## config.mk

```make
export PLATFORM = sky130hd
export DESIGN_NAME = sprite_line_renderer
export DESIGN_NICKNAME = d
export VERILOG_FILES = /design/src/rtl/sprite_line_renderer.sv
export SDC_FILE = /design/constraint.sdc
export NUM_CORES = 1
export LEC_CHECK = 0
export ABC_AREA = 1
export CAP_MARGIN = 5
export CORE_UTILIZATION = 53
export CTS_CLUSTER_DIAMETER = 60
export DETAILED_ROUTE_END_ITERATION = 8
export MAX_ROUTING_LAYER = met4
export PLACE_DENSITY_LB_ADDON = 0.3
export REMOVE_ABC_BUFFERS = 1
export SLEW_MARGIN = 20
export SYNTH_ARGS = -nofsm -noshare
export SYNTH_HDL_FRONTEND = slang
export SYNTH_SLANG_ARGS = --single-unit
```

## constraint.sdc

```tcl
create_clock -name clk -period 3.55 [get_ports clk]
set_input_delay 0.355 -clock clk [delete_from_list [all_inputs] [get_ports clk]]
set_output_delay 0.355 -clock clk [all_outputs]
set_load 0.01 [all_outputs]
```

## src/rtl/sprite_line_renderer.sv

```systemverilog
// Scanline sprite renderer: walks attributes high->low index, fetches tile rows, writes opaque on-screen pixels.
// Latency 4 cycles per missed sprite, 4+(size_x+1)*(9+W) per hit; fetches stall on tile_ack, line buffer never stalls.
module sprite_line_renderer #(
    parameter int NUM_SPRITES = 64
) (
    input  logic                           clk,
    input  logic                           reset,
    input  logic                           start,
    input  logic [9:0]                     line_y,
    output logic                           busy,
    output logic                           done,
    output logic [$clog2(NUM_SPRITES)-1:0] attr_addr,
    input  logic [48:0]                    attr_data,
    output logic                           tile_req,
    output logic [10:0]                    tile_addr,
    input  logic                           tile_ack,
    input  logic [31:0]                    tile_data,
    output logic                           lb_we,
    output logic [9:0]                     lb_addr,
    output logic [3:0]                     lb_data
);
    localparam int IW = $clog2(NUM_SPRITES);
    localparam logic [IW-1:0] LAST_IDX = IW'(NUM_SPRITES - 1);

    typedef enum logic [3:0] {
        IDLE, ATTR_REQ, ATTR_WAIT, EVAL, TILE_REQ, TILE_WAIT, PIXEL, NEXT, DONE
    } state_t;

    // Attribute word is LSB-aligned; the top two bits carry nothing.
    typedef struct packed {
        logic signed [15:0] x;
        logic signed [15:0] y;
        logic [2:0]         size_x;
        logic [2:0]         size_y;
        logic               vflip;
        logic [3:0]         tile_x;
        logic [3:0]         tile_y;
    } attr_t;

    state_t         state_q, state_d;
    logic [9:0]     line_q, line_d;
    attr_t          attr_q, attr_d;
    logic [2:0]     col_q, col_d;
    logic [2:0]     i_q, i_d;
    logic [31:0]    pix_q, pix_d;
    logic           busy_q, busy_d;
    logic           done_q, done_d;
    logic [IW-1:0]  attr_addr_q, attr_addr_d;
    logic           tile_req_q, tile_req_d;
    logic [10:0]    tile_addr_q, tile_addr_d;
    logic           lb_we_q, lb_we_d;
    logic [9:0]     lb_addr_q, lb_addr_d;
    logic [3:0]     lb_data_q, lb_data_d;

    logic           unused_attr_bits;
    logic [5:0]     height;
    logic [16:0]    y_top, y_bot, l_ext;
    logic           hit;
    logic [6:0]     n_fwd, n_row;
    logic [3:0]     row_c;
    logic [15:0]    px;
    logic           px_on;
    logic [2:0]     col_nx;

    assign unused_attr_bits = ^attr_data[48:47];

    assign height = {attr_q.size_y, 3'b111};
    assign y_top  = {attr_q.y[15], attr_q.y};
    assign y_bot  = y_top + {11'd0, height};
    assign l_ext  = {7'd0, line_q};
    assign hit    = ($signed(y_top) <= $signed(l_ext)) && ($signed(l_ext) <= $signed(y_bot));
    // Only the low 7 bits of L-y matter once the sprite is known to intersect.
    assign n_fwd  = line_q[6:0] - attr_q.y[6:0];
    assign n_row  = attr_q.vflip ? ({1'b0, height} - n_fwd) : n_fwd;
    assign row_c  = attr_q.tile_y + n_row[6:3];

    assign px     = attr_q.x + {10'd0, col_q, 3'd0} + {13'd0, i_q};
    assign px_on  = !px[15] && (px <= 16'd639);
    assign col_nx = col_q + 3'd1;

    always_comb begin
        state_d     = state_q;
        line_d      = line_q;
        attr_d      = attr_q;
        col_d       = col_q;
        i_d         = i_q;
        pix_d       = pix_q;
        busy_d      = busy_q;
        done_d      = 1'b0;
        attr_addr_d = attr_addr_q;
        tile_req_d  = tile_req_q;
        tile_addr_d = tile_addr_q;
        lb_we_d     = 1'b0;
        lb_addr_d   = lb_addr_q;
        lb_data_d   = lb_data_q;
        case (state_q)
            IDLE: begin
                if (start) begin
                    line_d      = line_y;
                    attr_addr_d = LAST_IDX;
                    busy_d      = 1'b1;
                    state_d     = ATTR_REQ;
                end
            end
            ATTR_REQ:  state_d = ATTR_WAIT;
            ATTR_WAIT: begin
                attr_d  = attr_data[46:0];
                state_d = EVAL;
            end
            EVAL: begin
                if (hit) begin
                    col_d       = 3'd0;
                    tile_req_d  = 1'b1;
                    tile_addr_d = {row_c, attr_q.tile_x, n_row[2:0]};
                    state_d     = TILE_REQ;
                end else begin
                    state_d = NEXT;
                end
            end
            TILE_REQ, TILE_WAIT: begin
                if (tile_ack) begin
                    pix_d      = tile_data;
                    tile_req_d = 1'b0;
                    i_d        = 3'd0;
                    state_d    = PIXEL;
                end else begin
                    state_d = TILE_WAIT;
                end
            end
            PIXEL: begin
                lb_we_d   = (pix_q[31:28] != 4'd0) && px_on;
                lb_addr_d = px[9:0];
                lb_data_d = pix_q[31:28];
                pix_d     = pix_q << 4;
                i_d       = i_q + 3'd1;
                if (i_q == 3'd7) begin
                    if (col_q < attr_q.size_x) begin
                        col_d       = col_nx;
                        tile_req_d  = 1'b1;
                        tile_addr_d = {tile_addr_q[10:7], attr_q.tile_x + {1'b0, col_nx}, tile_addr_q[2:0]};
                        state_d     = TILE_REQ;
                    end else begin
                        state_d = NEXT;
                    end
                end
            end
            NEXT: begin
                if (attr_addr_q == '0) begin
                    done_d  = 1'b1;
                    state_d = DONE;
                end else begin
                    attr_addr_d = attr_addr_q - 1'b1;
                    state_d     = ATTR_REQ;
                end
            end
            DONE: begin
                busy_d  = 1'b0;
                state_d = IDLE;
            end
            default: state_d = IDLE;
        endcase
    end

    always_ff @(posedge clk) begin
        if (reset) begin
            state_q     <= IDLE;
            line_q      <= '0;
            attr_q      <= '0;
            col_q       <= '0;
            i_q         <= '0;
            pix_q       <= '0;
            busy_q      <= 1'b0;
            done_q      <= 1'b0;
            attr_addr_q <= '0;
            tile_req_q  <= 1'b0;
            tile_addr_q <= '0;
            lb_we_q     <= 1'b0;
            lb_addr_q   <= '0;
            lb_data_q   <= '0;
        end else begin
            state_q     <= state_d;
            line_q      <= line_d;
            attr_q      <= attr_d;
            col_q       <= col_d;
            i_q         <= i_d;
            pix_q       <= pix_d;
            busy_q      <= busy_d;
            done_q      <= done_d;
            attr_addr_q <= attr_addr_d;
            tile_req_q  <= tile_req_d;
            tile_addr_q <= tile_addr_d;
            lb_we_q     <= lb_we_d;
            lb_addr_q   <= lb_addr_d;
            lb_data_q   <= lb_data_d;
        end
    end

    assign busy      = busy_q;
    assign done      = done_q;
    assign attr_addr = attr_addr_q;
    assign tile_req  = tile_req_q;
    assign tile_addr = tile_addr_q;
    assign lb_we     = lb_we_q;
    assign lb_addr   = lb_addr_q;
    assign lb_data   = lb_data_q;
endmodule
```

Word level (Yosys, flattened, before mapping)
Cells that the tools add are included.
{"block": "word_totals", "wordCells": 106, "out_inout_bits": 35, "ff_bits": 134}
{"block": "classes", "eq_ne": 15, "bitwise_logic": 2, "n_reduce_logical": 23, "order_cmp": 4, "add_sub_neg": 10, "n_mux": 31}
{"cell": "32-bit case mux with 2 select lines", "n": 1}
{"cell": "32-bit 2-to-1 mux", "n": 1}
{"cell": "4-bit case mux with 7 select lines", "n": 1}
{"cell": "11-bit case mux with 2 select lines", "n": 1}
{"cell": "7-bit 2-to-1 mux", "n": 3}
{"cell": "16-bit by 7-bit adder with 17-bit output", "n": 1}
{"cell": "11-bit by 17-bit <= comparator with 1-bit output", "n": 1}
{"cell": "16-bit by 3-bit adder with 16-bit output", "n": 1}
{"cell": "16-bit by 6-bit adder with 16-bit output", "n": 1}
{"cell": "4-bit by 3-bit == test with 1-bit output (second input constant)", "n": 4}
{"cell": "16-bit by 10-bit <= comparator with 1-bit output (second input constant)", "n": 1}
{"cell": "16-bit by 11-bit <= comparator with 1-bit output", "n": 1}
{"cell": "3-bit 2-to-1 mux", "n": 4}
{"cell": "4-bit 2-to-1 mux", "n": 3}
{"cell": "6-bit 2-to-1 mux", "n": 2}
{"cell": "2-bit inequality test (second input constant)", "n": 6}
{"cell": "3-bit case mux with 2 select lines", "n": 2}
{"cell": "6-bit case mux with 2 select lines", "n": 1}
{"cell": "11-bit 2-to-1 mux", "n": 1}
{"cell": "4-bit by 2-bit == test with 1-bit output (second input constant)", "n": 2}
{"cell": "2-bit AND reduction", "n": 4}
{"cell": "2-bit nonzero test", "n": 4}
{"cell": "6-bit by 7-bit subtractor with 7-bit output", "n": 1}
{"cell": "7-bit subtractor", "n": 1}
{"cell": "23 further kinds", "n": 37}

Logic depth before layout (Yosys ltp)
{"block": "depth", "word_depth": 6, "ltp_mapped": 24}

Worst setup path after synthesis
OpenSTA, ideal clock, no wires.
{"block": "synth_timing", "path_kind": "flip-flop to flip-flop", "start": "register line_q[0]", "end": "register tile_addr_q[10] (netlist: tile_addr[10])", "path_stages_with_launch": 19, "path_slack_ps": 383, "synth_period_minus_slack_ps": 3167, "t_arrival_ps": 3050, "path_cell_list": "dfxtp_1 -> inv_1 -> ha_1 -> inv_1 -> fa_1 -> nand2_1 -> nand2_1 -> xnor2_1 -> fa_1 -> nand2_1 -> o21ai_0 -> ha_1 -> a21o_1 -> a21oi_1 -> or2_2 -> nand2_1 -> nand3_1 -> a31oi_1 -> nor2_1"}
{"block": "synth_via", "elab_chain_cells": 6}
{"element": "start: declaration", "line_no": "41", "source": "logic [9:0] line_q, line_d;"}
{"element": "start signal: assignment", "line_no": "182", "source": "line_q <= line_d;"}
{"element": "7-bit subtractor", "line_no": "73", "source": "assign n_fwd = line_q[6:0] - attr_q.y[6:0];"}
{"element": "6-bit by 7-bit subtractor with 7-bit output", "line_no": "74", "source": "assign n_row = attr_q.vflip ? ({1'b0, height} - n_fwd) : n_fwd;"}
{"element": "7-bit 2-to-1 mux", "line_no": "74"}
{"element": "4-bit adder", "line_no": "75", "source": "assign row_c = attr_q.tile_y + n_row[6:3];"}
{"element": "11-bit 2-to-1 mux", "line_no": "111", "source": "if (hit) begin"}
{"element": "11-bit case mux with 2 select lines", "line_no": "96", "source": "case (state_q)"}
{"element": "end signal: assignment", "line_no": "191", "source": "tile_addr_q <= tile_addr_d;"}
{"element": "end: declaration", "line_no": "50", "source": "logic [10:0] tile_addr_q, tile_addr_d;"}
Several ways; a longest one is shown, not always the timed one. The select of a mux whose other input is x is not followed.
A chain may end at the register's enable or synchronous reset.

Worst setup path in the final report
Ends and elaborated chain as after synthesis.

==> summary.md <==
| Metric | Value |
|---|---|
| Status | completed |
| Sw Share | 0.330 |
| Post-route ant nets | 0 |
| Crit Path Category | register to register |
| Final period util | 0.947 |
| Synth top area cells | dfxtp_1, ha_1, nand2_1, nor2_1, a21oi_1 |
| Crit-path cells | inv_1 -> ha_1 -> inv_1 -> fa_1 -> nand2_1 -> nand2_2 -> xnor2_2 -> fa_2 -> nand2_1 -> o21ai_2 -> ha_1 -> a21o_1 -> a21oi_1 -> or2_2 -> nand2_1 -> nand3_1 -> a31oi_1 -> nor2_1 |
| Gpl congestion | 0.938 |
| DRC | 0 |
| Row cnt | 42 |
| Max Cap Violations | 0 |
| Num ports | 130 |
| Max IR drop VDD | ~320 uV |
| Layout fillers | about 1100 |
| Initial DRT Pass Iterations | 5 |
| Crit path largest cell delay | just under 0.5 ns |
| Total die area | roughly 0.014 sq mm |
| Die X | about 120 um |
| Final hold vios | 0 |
| Achievable frequency | just under 300 MHz |
| Int Pwr | roughly 3.3 mW |
| Util after Layout | 0.695 |
| Final nets | around 1300 |
| Most area-hungry cell type in the Yosys netlist | dfxtp_1 |
| CP top delay family | adder cells |
| GRT Overall Usage | 0.283 |
| Clock share of power | 0.333 |
| Clock Pin Slew Worst Setup and Hold Paths | around 0.060 ns |
| CP endpoint kind | register |
| H-tree depth | 4 |
| Combinational Power Share | 0.306 |
| Worst path slowest cell | fa_2 |
| CTS tree | yes |
| Via Count | about 7000 |
| DPL Wire Length | 12.6 mm |
| Worst EP required | 3.87 ns |
| Critical-path maximum fanout | 3 |
| Synth unique cells | 36 |
| Post-synth ARST share | 0 |
| CP Launch Type | register |
| PwrDens | about 530 mW/mm^2 |
| Hold slack final | 0.458 ns |
| Main synth FF type | dfxtp_1 |
| Port Buf Inserts | between 100 and 150 |
| CTS Buf Count | 17 |
| Total power | roughly 4.9 mW |
| Setup violations, final | 0 |
| Most common cell in the netlist | nand2_1 |
| First-pass GRT wire length | roughly 31 mm |
| Mapped Avg Cell Area | slightly above 7 sq um |
| CTS Buffer Depth | 2 |
| Core footprint | 0.0132 sq mm |
| Worst Path Buf+Inv | 2 |
| DRT iter0 DRCs | 441 |
| Clock period minus worst slack | between 3 and 4 ns |
| Cell Area, Synth | about 0.007 sq mm |
| Clock Root Buffer | clkbuf_16 |
| Post-synth EDFFs | 0 |
| Starting Density | 0.543 |
| Leakage power | between 3 and 4 nW |
| Die Y | roughly 120 um |
| Critical Path AT | 3.68 ns |
| Commonest cells post-synth | nand2_1, nor2_1, dfxtp_1 |
| Slew HR | 0.380 |
| Register area share after synthesis | 0.373 |
| Initial antenna violation count | 1 |
| Post-Route WL | around 19 mm |
| Vias per inst | about 5.3 |
| Area Growth Syn to Fin | 28.1% |
| Grt total ovfl | 0 |
| YS warnings | 0 |
| Slew @ Worst Pin | approximately 0.93 ns |
| Clock Latency Late Sink | 0.42 ns |
| Reg power frac | 0.361 |
| Flops & latches, synth | 134 |
| Area of the multi-input gates | about 0.0040 sq mm |
| CP most frequent cell | nand2_1 |
| Clk sink count | between 100 and 150 |
| Sw power | ~1.6 mW |
| Share of the synthesized area in the top cell type | 0.373 |
| Hold WC Path Type | register to register |
| Max-slew violations | 0 |
| Largest net degree at the start of global routing | 81 |
| Vias in the first global route | ~6600 |
| Synth Instances | roughly 1000 |
| Clock Skews | 0.00575 ns |
| Reg area | 0.00269 sq mm |
| Routed wire per std cell | ~14 um |
| Layout cells sized above 1 | 0.0670 |
-- worst register-to-register path, delay by kind of cell, from the launching register on --
kind,cells,cell delay (ns)
flops,1,0.31
buf+inv,2,0.15
xor+xnor,1,0.26
simple gates,7,0.76
fa+ha+maj,4,1.33
compound gates,4,0.45
-- timing repair --
item / CTS / global route
buffers inserted: 0 / 4
pin swaps: 0 / 5
hold buffers: 0 / 0
setup endpoints to repair: 1 / 4
gates resized for setup: 2 / 15
-- state kept, by name, summed over array words and instances (netlist names) --
name	flops
attr_addr	6
attr_q	47
busy	1
col_q	3
done	1
i_q	3
lb_addr	10
lb_data	4
lb_we	1
line_q	10
pix_q	32
state_q	4
tile_addr	11
tile_req	1
-- power groups by stage --
stage	sequential [mW]	clock, mW	combinational (mW)
2_1_floorplan	1.77	0	0.938
3_3_place_gp	1.79	0	1.32
3_5_place_dp	1.80	0	1.36
4_1_cts	1.77	1.65	1.41
5_1_grt	1.79	1.73	1.70
6_report	1.77	1.64	1.50
-- routing by layer --
metal / share of wire / routed length [um] / track usage / vias to the layer above
li1: - / - / - / 3526
met1: 0.45 / 8300 / 0.336 / 3180
met4: 0.020 / 378 / 0.0965 / 0
met2: 0.48 / 8930 / 0.471 / 193
met3: 0.052 / 973 / 0.0671 / 34
met5: 0 / 0 / - / -
-- cells by family (layout without fill, tap and decap cells) --
logic type,after synthesis,after routing,share of synthesized area
xor gates and xnor gates,28,28,0.0341
AOI/OAI and AO/OA,223,223,0.175
DFF,134,134,0.373
other,0,1,0
buffers and inverters,143,268,0.0761
adders and majority gates,57,57,0.104
and+or+nand+nor,409,409,0.237
-- stage by stage --
stage | instance area [sq um] | worst slack, ns | TNS, ns | cells
after floorplan | 7020 | 0.378 | 0 | 951
after global placement | 8570 | 0.192 | 0 | 1260
after detailed placement | 8570 | 0.0734 | 0 | 1260
after CTS | 9130 | 0.0413 | 0 | 1291
after global routing | 9210 | -0.0155 | -0.0155 | 1296
final | 9210 | 0.188 | 0 | 1296
-- final cells by class --
type,count,area share
antenna,1,0.000272
multi-input combinational,717,0.436
sequential,134,0.292
clock buffer,23,0.0508
tap,176,0.0239
clock inverter,8,0.00829
inverter,100,0.0408
timing repair buffer,137,0.148
-- layout by cell type (no fill, tap or decap), types with 3 or more instances in the layout --
cell type and instances:
inv_2 8, nand4_1 9, clkbuf_16 17, nand2_1 160, a31oi_1 3, xnor2_1 11
a21o_1 5, nand2_2 9, inv_1 91, clkinv_2 3, clkinvlp_4 3, nor4_1 5
a21oi_1 93, clkbuf_1 4, nor3_1 5, o221ai_1 28, ha_1 49, dfxtp_1 131
o21ai_0 82, nand3_2 3, buf_4 9, nand3_1 52, nor2_1 158, fa_1 4
clkdlybuf4s50_1 127, xor2_1 16
-- worst paths after layout --
kind / startpoint / depth (start not counted) / end / slack (ns)
setup reg to reg: line_q[0] / 18 / tile_addr[10] / 0.19
setup / recovery: line_q[0] / 18 / tile_addr[10] / 0.19
hold / removal: tile_addr[4] / 2 / tile_addr[4] / 0.46
hold reg to reg: tile_addr[4] / 2 / tile_addr[4] / 0.46
No activity file was read; power rests on OpenSTA's default activity.
